File: src/rtl/blink_sched_pkg.sv
// Shared types, default sizing and the round-robin search used by the LED blink scheduler.
package blink_sched_pkg;

  localparam int NREQ_DEF   = 4;
  localparam int CBITS_DEF  = 8;
  localparam int BLINKS_DEF = 3;
  localparam int NREQ_MAX   = 8;

  typedef enum logic [1:0] {
    S_IDLE = 2'd0,
    S_ON   = 2'd1,
    S_OFF  = 2'd2,
    S_GAP  = 2'd3
  } state_t;

  // Returns {valid, index}: first set bit of req after last, wrapping modulo n.
  function automatic logic [3:0] rr_next_idx(input logic [NREQ_MAX-1:0] req,
                                             input logic [2:0] last,
                                             input int n);
    logic [3:0] res;
    logic       found;
    int         j;
    res   = 4'b0;
    found = 1'b0;
    for (int i = 1; i <= NREQ_MAX; i++) begin
      if (i <= n) begin
        j = (int'(last) + i) % n;
        if (!found && req[j]) begin
          found = 1'b1;
          res   = {1'b1, 3'(j)};
        end
      end
    end
    return res;
  endfunction

endpackage

File: src/rtl/blink_sched_rr_pick.sv
// Combinational round-robin selector: one-hot pick plus its index, searching upward from last_grant+1.
module rr_pick
  import blink_sched_pkg::*;
#(
  parameter int NREQ = NREQ_DEF,
  parameter int IW   = (NREQ > 1) ? $clog2(NREQ) : 1
) (
  input  logic [NREQ-1:0] req,
  input  logic [IW-1:0]   last_grant,
  output logic [NREQ-1:0] pick,
  output logic [IW-1:0]   pick_idx
);

  logic [NREQ_MAX-1:0] req_w;
  logic [2:0]          last_w;
  logic [3:0]          res;

  assign req_w  = NREQ_MAX'(req);
  assign last_w = 3'(last_grant);
  assign res    = rr_next_idx(req_w, last_w, NREQ);

  assign pick_idx = IW'(res[2:0]);
  assign pick     = res[3] ? (NREQ'(1) << pick_idx) : '0;

endmodule

File: src/rtl/blink_sched.sv
// Shares one status LED among NREQ requesters: round-robin grant, BLINKS on/off pulses, then a quiet gap.
//
//   state | meaning
//   IDLE  | no burst; arbitrate among req each cycle
//   ON    | led driven high for half cycles
//   OFF   | led low for half cycles; last one ends the burst
//   GAP   | quiet period of half cycles before returning to IDLE
module blink_sched
  import blink_sched_pkg::*;
#(
  parameter int NREQ   = NREQ_DEF,
  parameter int CBITS  = CBITS_DEF,
  parameter int BLINKS = BLINKS_DEF
) (
  input  logic             clk,
  input  logic             rst,
  input  logic [NREQ-1:0]  req,
  input  logic [CBITS-1:0] half_period,
  output logic             led,
  output logic [NREQ-1:0]  gnt,
  output logic             busy,
  output logic             done
);

  localparam int IW = (NREQ > 1) ? $clog2(NREQ) : 1;

  state_t           state, state_n;
  logic [CBITS-1:0] cnt, cnt_n;
  logic [CBITS-1:0] half, half_n;
  logic [3:0]       blinks_left, blinks_n;
  logic [IW-1:0]    last_grant, last_n;
  logic [NREQ-1:0]  gnt_n;
  logic             led_n, busy_n, done_n;

  logic [NREQ-1:0]  pick;
  logic [IW-1:0]    pick_idx;
  logic             tc;

  rr_pick #(.NREQ(NREQ), .IW(IW)) u_pick (
    .req        (req),
    .last_grant (last_grant),
    .pick       (pick),
    .pick_idx   (pick_idx)
  );

  // half is never zero, so half-1 cannot wrap and cnt stays below half
  assign tc = (cnt == (half - CBITS'(1)));

  always_ff @(posedge clk or posedge rst) begin
    if (rst) begin
      state       <= S_IDLE;
      cnt         <= '0;
      half        <= CBITS'(1);
      blinks_left <= '0;
      last_grant  <= IW'(NREQ - 1);
      gnt         <= '0;
      led         <= 1'b0;
      busy        <= 1'b0;
      done        <= 1'b0;
    end else begin
      state       <= state_n;
      cnt         <= cnt_n;
      half        <= half_n;
      blinks_left <= blinks_n;
      last_grant  <= last_n;
      gnt         <= gnt_n;
      led         <= led_n;
      busy        <= busy_n;
      done        <= done_n;
    end
  end

  always_comb begin
    state_n  = state;
    cnt_n    = cnt;
    half_n   = half;
    blinks_n = blinks_left;
    last_n   = last_grant;
    case (state)
      S_IDLE: begin
        if (|req) begin
          state_n  = S_ON;
          cnt_n    = '0;
          half_n   = (half_period == '0) ? CBITS'(1) : half_period;
          blinks_n = 4'(BLINKS);
          last_n   = pick_idx;
        end
      end
      S_ON: begin
        if (tc) begin
          cnt_n   = '0;
          state_n = S_OFF;
        end else begin
          cnt_n = cnt + CBITS'(1);
        end
      end
      S_OFF: begin
        if (tc) begin
          cnt_n    = '0;
          blinks_n = blinks_left - 4'd1;
          state_n  = (blinks_left == 4'd1) ? S_GAP : S_ON;
        end else begin
          cnt_n = cnt + CBITS'(1);
        end
      end
      S_GAP: begin
        if (tc) begin
          cnt_n   = '0;
          state_n = S_IDLE;
        end else begin
          cnt_n = cnt + CBITS'(1);
        end
      end
      default: state_n = S_IDLE;
    endcase
  end

  // Outputs are computed from the next state and registered alongside it.
  always_comb begin
    led_n  = (state_n == S_ON);
    busy_n = (state_n != S_IDLE);
    done_n = (state == S_OFF) && (state_n == S_GAP);
    gnt_n  = '0;
    if (state_n == S_ON || state_n == S_OFF) begin
      gnt_n = (state == S_IDLE) ? pick : gnt;
    end
  end

  a_gnt_onehot0 : assert property (@(posedge clk) disable iff (rst) $onehot0(gnt));
  a_led_owned   : assert property (@(posedge clk) disable iff (rst) led |-> (|gnt));

endmodule

File: config.mk
export PLATFORM = sky130hd
export DESIGN_NAME = blink_sched
export DESIGN_NICKNAME = d
export VERILOG_FILES = /design/src/rtl/blink_sched_pkg.sv /design/src/rtl/blink_sched_rr_pick.sv /design/src/rtl/blink_sched.sv
export SDC_FILE = /design/constraint.sdc
export NUM_CORES = 1
export LEC_CHECK = 0
export ABC_AREA = 0
export CAP_MARGIN = 5
export CELL_PAD_IN_SITES_DETAIL_PLACEMENT = 0
export CELL_PAD_IN_SITES_GLOBAL_PLACEMENT = 1
export CORE_MARGIN = 3
export CORE_UTILIZATION = 38
export DETAILED_ROUTE_END_ITERATION = 12
export PLACE_DENSITY_LB_ADDON = 0.1
export SETUP_SLACK_MARGIN = 0.15
export SLEW_MARGIN = 0
export SYNTH_ARGS = -nofsm -noshare
export SYNTH_HDL_FRONTEND = slang
export SYNTH_SLANG_ARGS = --single-unit
File: constraint.sdc
create_clock -name clk -period 2.9 [get_ports clk]
set_input_delay 0.58 -clock clk [delete_from_list [all_inputs] [get_ports clk]]
set_output_delay 0.58 -clock clk [all_outputs]
set_load 0.05 [all_outputs]
==> results of run 1 <==
## layer usage
layer	global-route usage [%]	routed length [µm]	up-vias
met1	22.0	1820	684
met5	0	0	-
met3	3.78	99	5
met4	5.73	34	0
met2	27.9	2120	29
li1	-	-	730
## cell families (layout without fill, tap and decap cells)
kind of cell / Yosys count / after routing / share of synthesized area, %
buf+inv: 18 / 51 / 4.08
xor+xnor: 10 / 10 / 4.92
simple gates: 65 / 65 / 19.7
fa+ha+maj: 7 / 7 / 4.92
mux: 5 / 5 / 3.16
compound gates: 49 / 49 / 19.4
flops: 31 / 31 / 43.8
## Yosys cell counts (4+ instances only)
cell	instances	area share, %
xor2_1	6	3.0
ha_1	7	4.9
nor3_1	7	2.0
nand2_1	13	2.7
dfrtp_1	28	39
nand3_1	5	1.4
inv_1	13	2.7
mux2_2	5	3.2
o21bai_1	4	1.7
a22o_1	4	2.0
o21ai_0	8	2.3
and2_1	4	1.4
a21oi_1	10	2.8
xnor2_1	4	2.0
nor2_1	14	3.0
## report_power, final
part | internal [W] | switching, W | leakage (nW) | total [W]
combinational | 0.000423 | 0.000458 | 0.554 | 0.000881
clock | 0.000278 | 0.000161 | 0.0612 | 0.000439
sequential | 0.000595 | 0.000198 | 0.371 | 0.000794
total | 0.00130 | 0.000818 | 0.986 | 0.00211
## sequential cells by signal, indices dropped and copies added (netlist names)
| register | cells |
|---|---|
| state | 2 |
| done | 1 |
| half | 8 |
| cnt | 8 |
| led | 1 |
| last_grant | 2 |
| blinks_left | 4 |
| busy | 1 |
| gnt | 4 |
## metrics by stage
| stage | setup TNS [ps] | hold WS, ps |
|---|---|---|
| after floorplan | 0 | 477 |
| after global placement | 0 | 499 |
| after detailed placement | -30.7 | 506 |
| after CTS | 0 | 515 |
| after global routing | 0 | 532 |
| final | 0 | 508 |
## final timing paths
kind                                  end  slack [ps]
max                                gnt[3]         290
min                        blinks_left[0]         510
max reg2reg                        gnt[3]         290
min reg2reg                blinks_left[0]         510
max in group asynchronous         half[0]        1610
min in group asynchronous          cnt[4]         660
## area by class of cell
cell class	instances	area [µm²]
Multi-Input combinational cell	136	993
Clock inverter	2	35.0
Fill cell	429	2160
Timing Repair Buffer	30	279
Inverter	13	48.8
Tap cell	52	65.1
Sequential cell	31	779
Clock buffer	6	82.6
## worst reg2reg max path, cell delays in order (launching register included)
cell,delay (ps)
dfstp_2,530
inv_1,70
ha_4,190
xor2_1,160
o31a_1,320
a2111oi_4,340
buf_4,200
a21oi_1,80
o21bai_2,220
ha_4,260
and2_1,130
## layout by cell type (no fill, tap or decap), types with 2 or more instances in the layout
| cell type | Yosys | layout |
|---|---|---|
| a21oi_1 | 10 | 10 |
| a22o_1 | 4 | 4 |
| inv_1 | 13 | 13 |
| o31ai_1 | 3 | 3 |
| and4b_1 | 2 | 2 |
| o21bai_1 | 4 | 3 |
| a211o_1 | 3 | 3 |
| nand2_1 | 13 | 13 |
| buf_4 | 1 | 9 |
| o21ai_0 | 8 | 8 |
| ha_1 | 7 | 5 |
| clkbuf_8 | 0 | 6 |
| dfrtp_1 | 28 | 28 |
| xnor2_1 | 4 | 4 |
| or2_2 | 2 | 2 |
| nor4_1 | 2 | 2 |
| nand3_1 | 5 | 5 |
| nor2_2 | 1 | 2 |
| dfstp_2 | 3 | 3 |
| nor2b_1 | 2 | 2 |
| ha_4 | 0 | 2 |
| nor3_1 | 7 | 7 |
| nor3b_1 | 3 | 2 |
| nor2_1 | 14 | 13 |
| xor2_1 | 6 | 6 |
| a22oi_1 | 2 | 2 |
| nand2b_1 | 3 | 3 |
| mux2_2 | 5 | 5 |
| o211a_1 | 2 | 2 |
| a211oi_1 | 2 | 2 |
| clkdlybuf4s50_1 | 0 | 20 |
| and2_1 | 4 | 4 |
| or4_1 | 2 | 2 |
## repair_timing
action | in CTS | in global routing
buffers inserted | 2 | 2
gates resized for setup | 6 | 6
hold buffers | 0 | 0
pin swaps | 3 | 3
endpoints found under the setup margin | 5 | 13
==> metrics.txt, run 1 <==
Cell Rows=24; initial antenna violation count=0; I/O pins=21; DRC=0; worst r2r src=half[0]; nets=238; CTS buffer count=5; Final Util=51.4%; CP Capture Type=register; Root Buffer=clkbuf_8; gp weighted congestion=0.872; total track usage=16.9%; Seq/Total Area, Yosys=43.8%; Post-Syn Area per Cell=9.62 µm²; final setup fails=0; maximum VDD drop=0.439 mV; Final Skew=5.20 ps; routed length per instance=15.1 µm; Placed Area=0.00207 mm²; slowest stage cell, crit path=dfstp_2; initial core utilization=40.0%; Period Utilization, post-route=90.2%; Hold Path Class=register to register; via count=1448; Core Box Area=0.00444 mm²; post-route ant nets=0; height of the die=74.4 µm; startpoint types=register; CP max FO=7; Port Buffers=20; kind of critical path=register to register; Hold Startpoint=blinks_left[0]; WP depth=10; CTS tree=done; post-synthesis cell type count=47; Worst Reg-to-Reg Cells=10; hold depth=1; Required @ worst endpoint=3070 ps; Starting DRT DRC Count=82; slack of the critical path=286 ps; largest net degree at the start of global routing=17; Buf/Inv on CP=2; syn_nets=206; Place WS=-17.9 ps; RSZ-0062 raised after global routing=no; crit-path cells=inv_1 -> ha_4 -> xor2_1 -> o31a_1 -> a2111oi_4 -> buf_4 -> a21oi_1 -> o21bai_2 -> ha_4 -> and2_1; crit path DAT=2780 ps; Slew @ Worst Pin=628 ps; clk_lat worst skew=280 ps; first-pass GRT wire length=7.13 mm; LEAKAGE=0.986 nW; CTS Sinks=31; CP top delay family=compound AO/OA/AOI/OAI gates; asr flop ratio synth=100%; DP Wirelength=3.01 mm; CTS clk-pin slew, worst paths=70 ps; Post-Synthesis Cells=185; EDFF count, synth=0; Rel. slew slack=58.1%; Max-Cap Viols=0; fraction of layout cells with a size suffix above 1=18.3%; die area=0.00554 mm²; outcome=complete, no violations; Peak Freq=382 MHz; crit-path max cell delay=530 ps; drt total wl=4.07 mm; Netlist Area Pre-Place=0.00178 mm²; Synth Register Bits=31; final non-filler cell area=0.00228 mm²; Vias/cell=5.36; Worst Setup SP=half[0]; Hold Vio Cnt, Final=0; Max Buffers Root-to-Sink=2; Overall Power=0.00211 W; GR Overflow Total=0; Die Width=74.4 µm; synth warn=0; Most common cell on crit path=ha_4; number of diodes=0; drt pass-1 iters=4; H-tree depth=2; top_reg_cell synth=dfrtp_1; number of global-route vias before repair=1485; PD cells=926 mW/mm²; final max-slew violation count=0; Area growth syn-to-layout=28.3%; post-route insts no fill=270; min cycle time layout=2610 ps; Placed Instances=258
No activity file was read; power rests on OpenSTA's default activity.
==> run 2, diff against run 1 <==
--- a/config.mk
+++ b/config.mk
@@ -14,7 +14,7 @@
 export DETAILED_ROUTE_END_ITERATION = 12
 export PLACE_DENSITY_LB_ADDON = 0.1
 export SETUP_SLACK_MARGIN = 0.15
-export SLEW_MARGIN = 0
+export SLEW_MARGIN = 20
 export SYNTH_ARGS = -nofsm -noshare
 export SYNTH_HDL_FRONTEND = slang
 export SYNTH_SLANG_ARGS = --single-unit
==> results of run 2 <==
Same layout as run 1: the final DEF is identical, and so are final timing and power.
==> run 3, diff against run 2 <==
--- a/config.mk
+++ b/config.mk
@@ -6,7 +6,6 @@
 export NUM_CORES = 1
 export LEC_CHECK = 0
 export ABC_AREA = 0
-export CAP_MARGIN = 5
 export CELL_PAD_IN_SITES_DETAIL_PLACEMENT = 0
 export CELL_PAD_IN_SITES_GLOBAL_PLACEMENT = 1
 export CORE_MARGIN = 3
==> results of run 3 <==
Same layout as run 1: the final DEF is identical, and so are final timing and power.
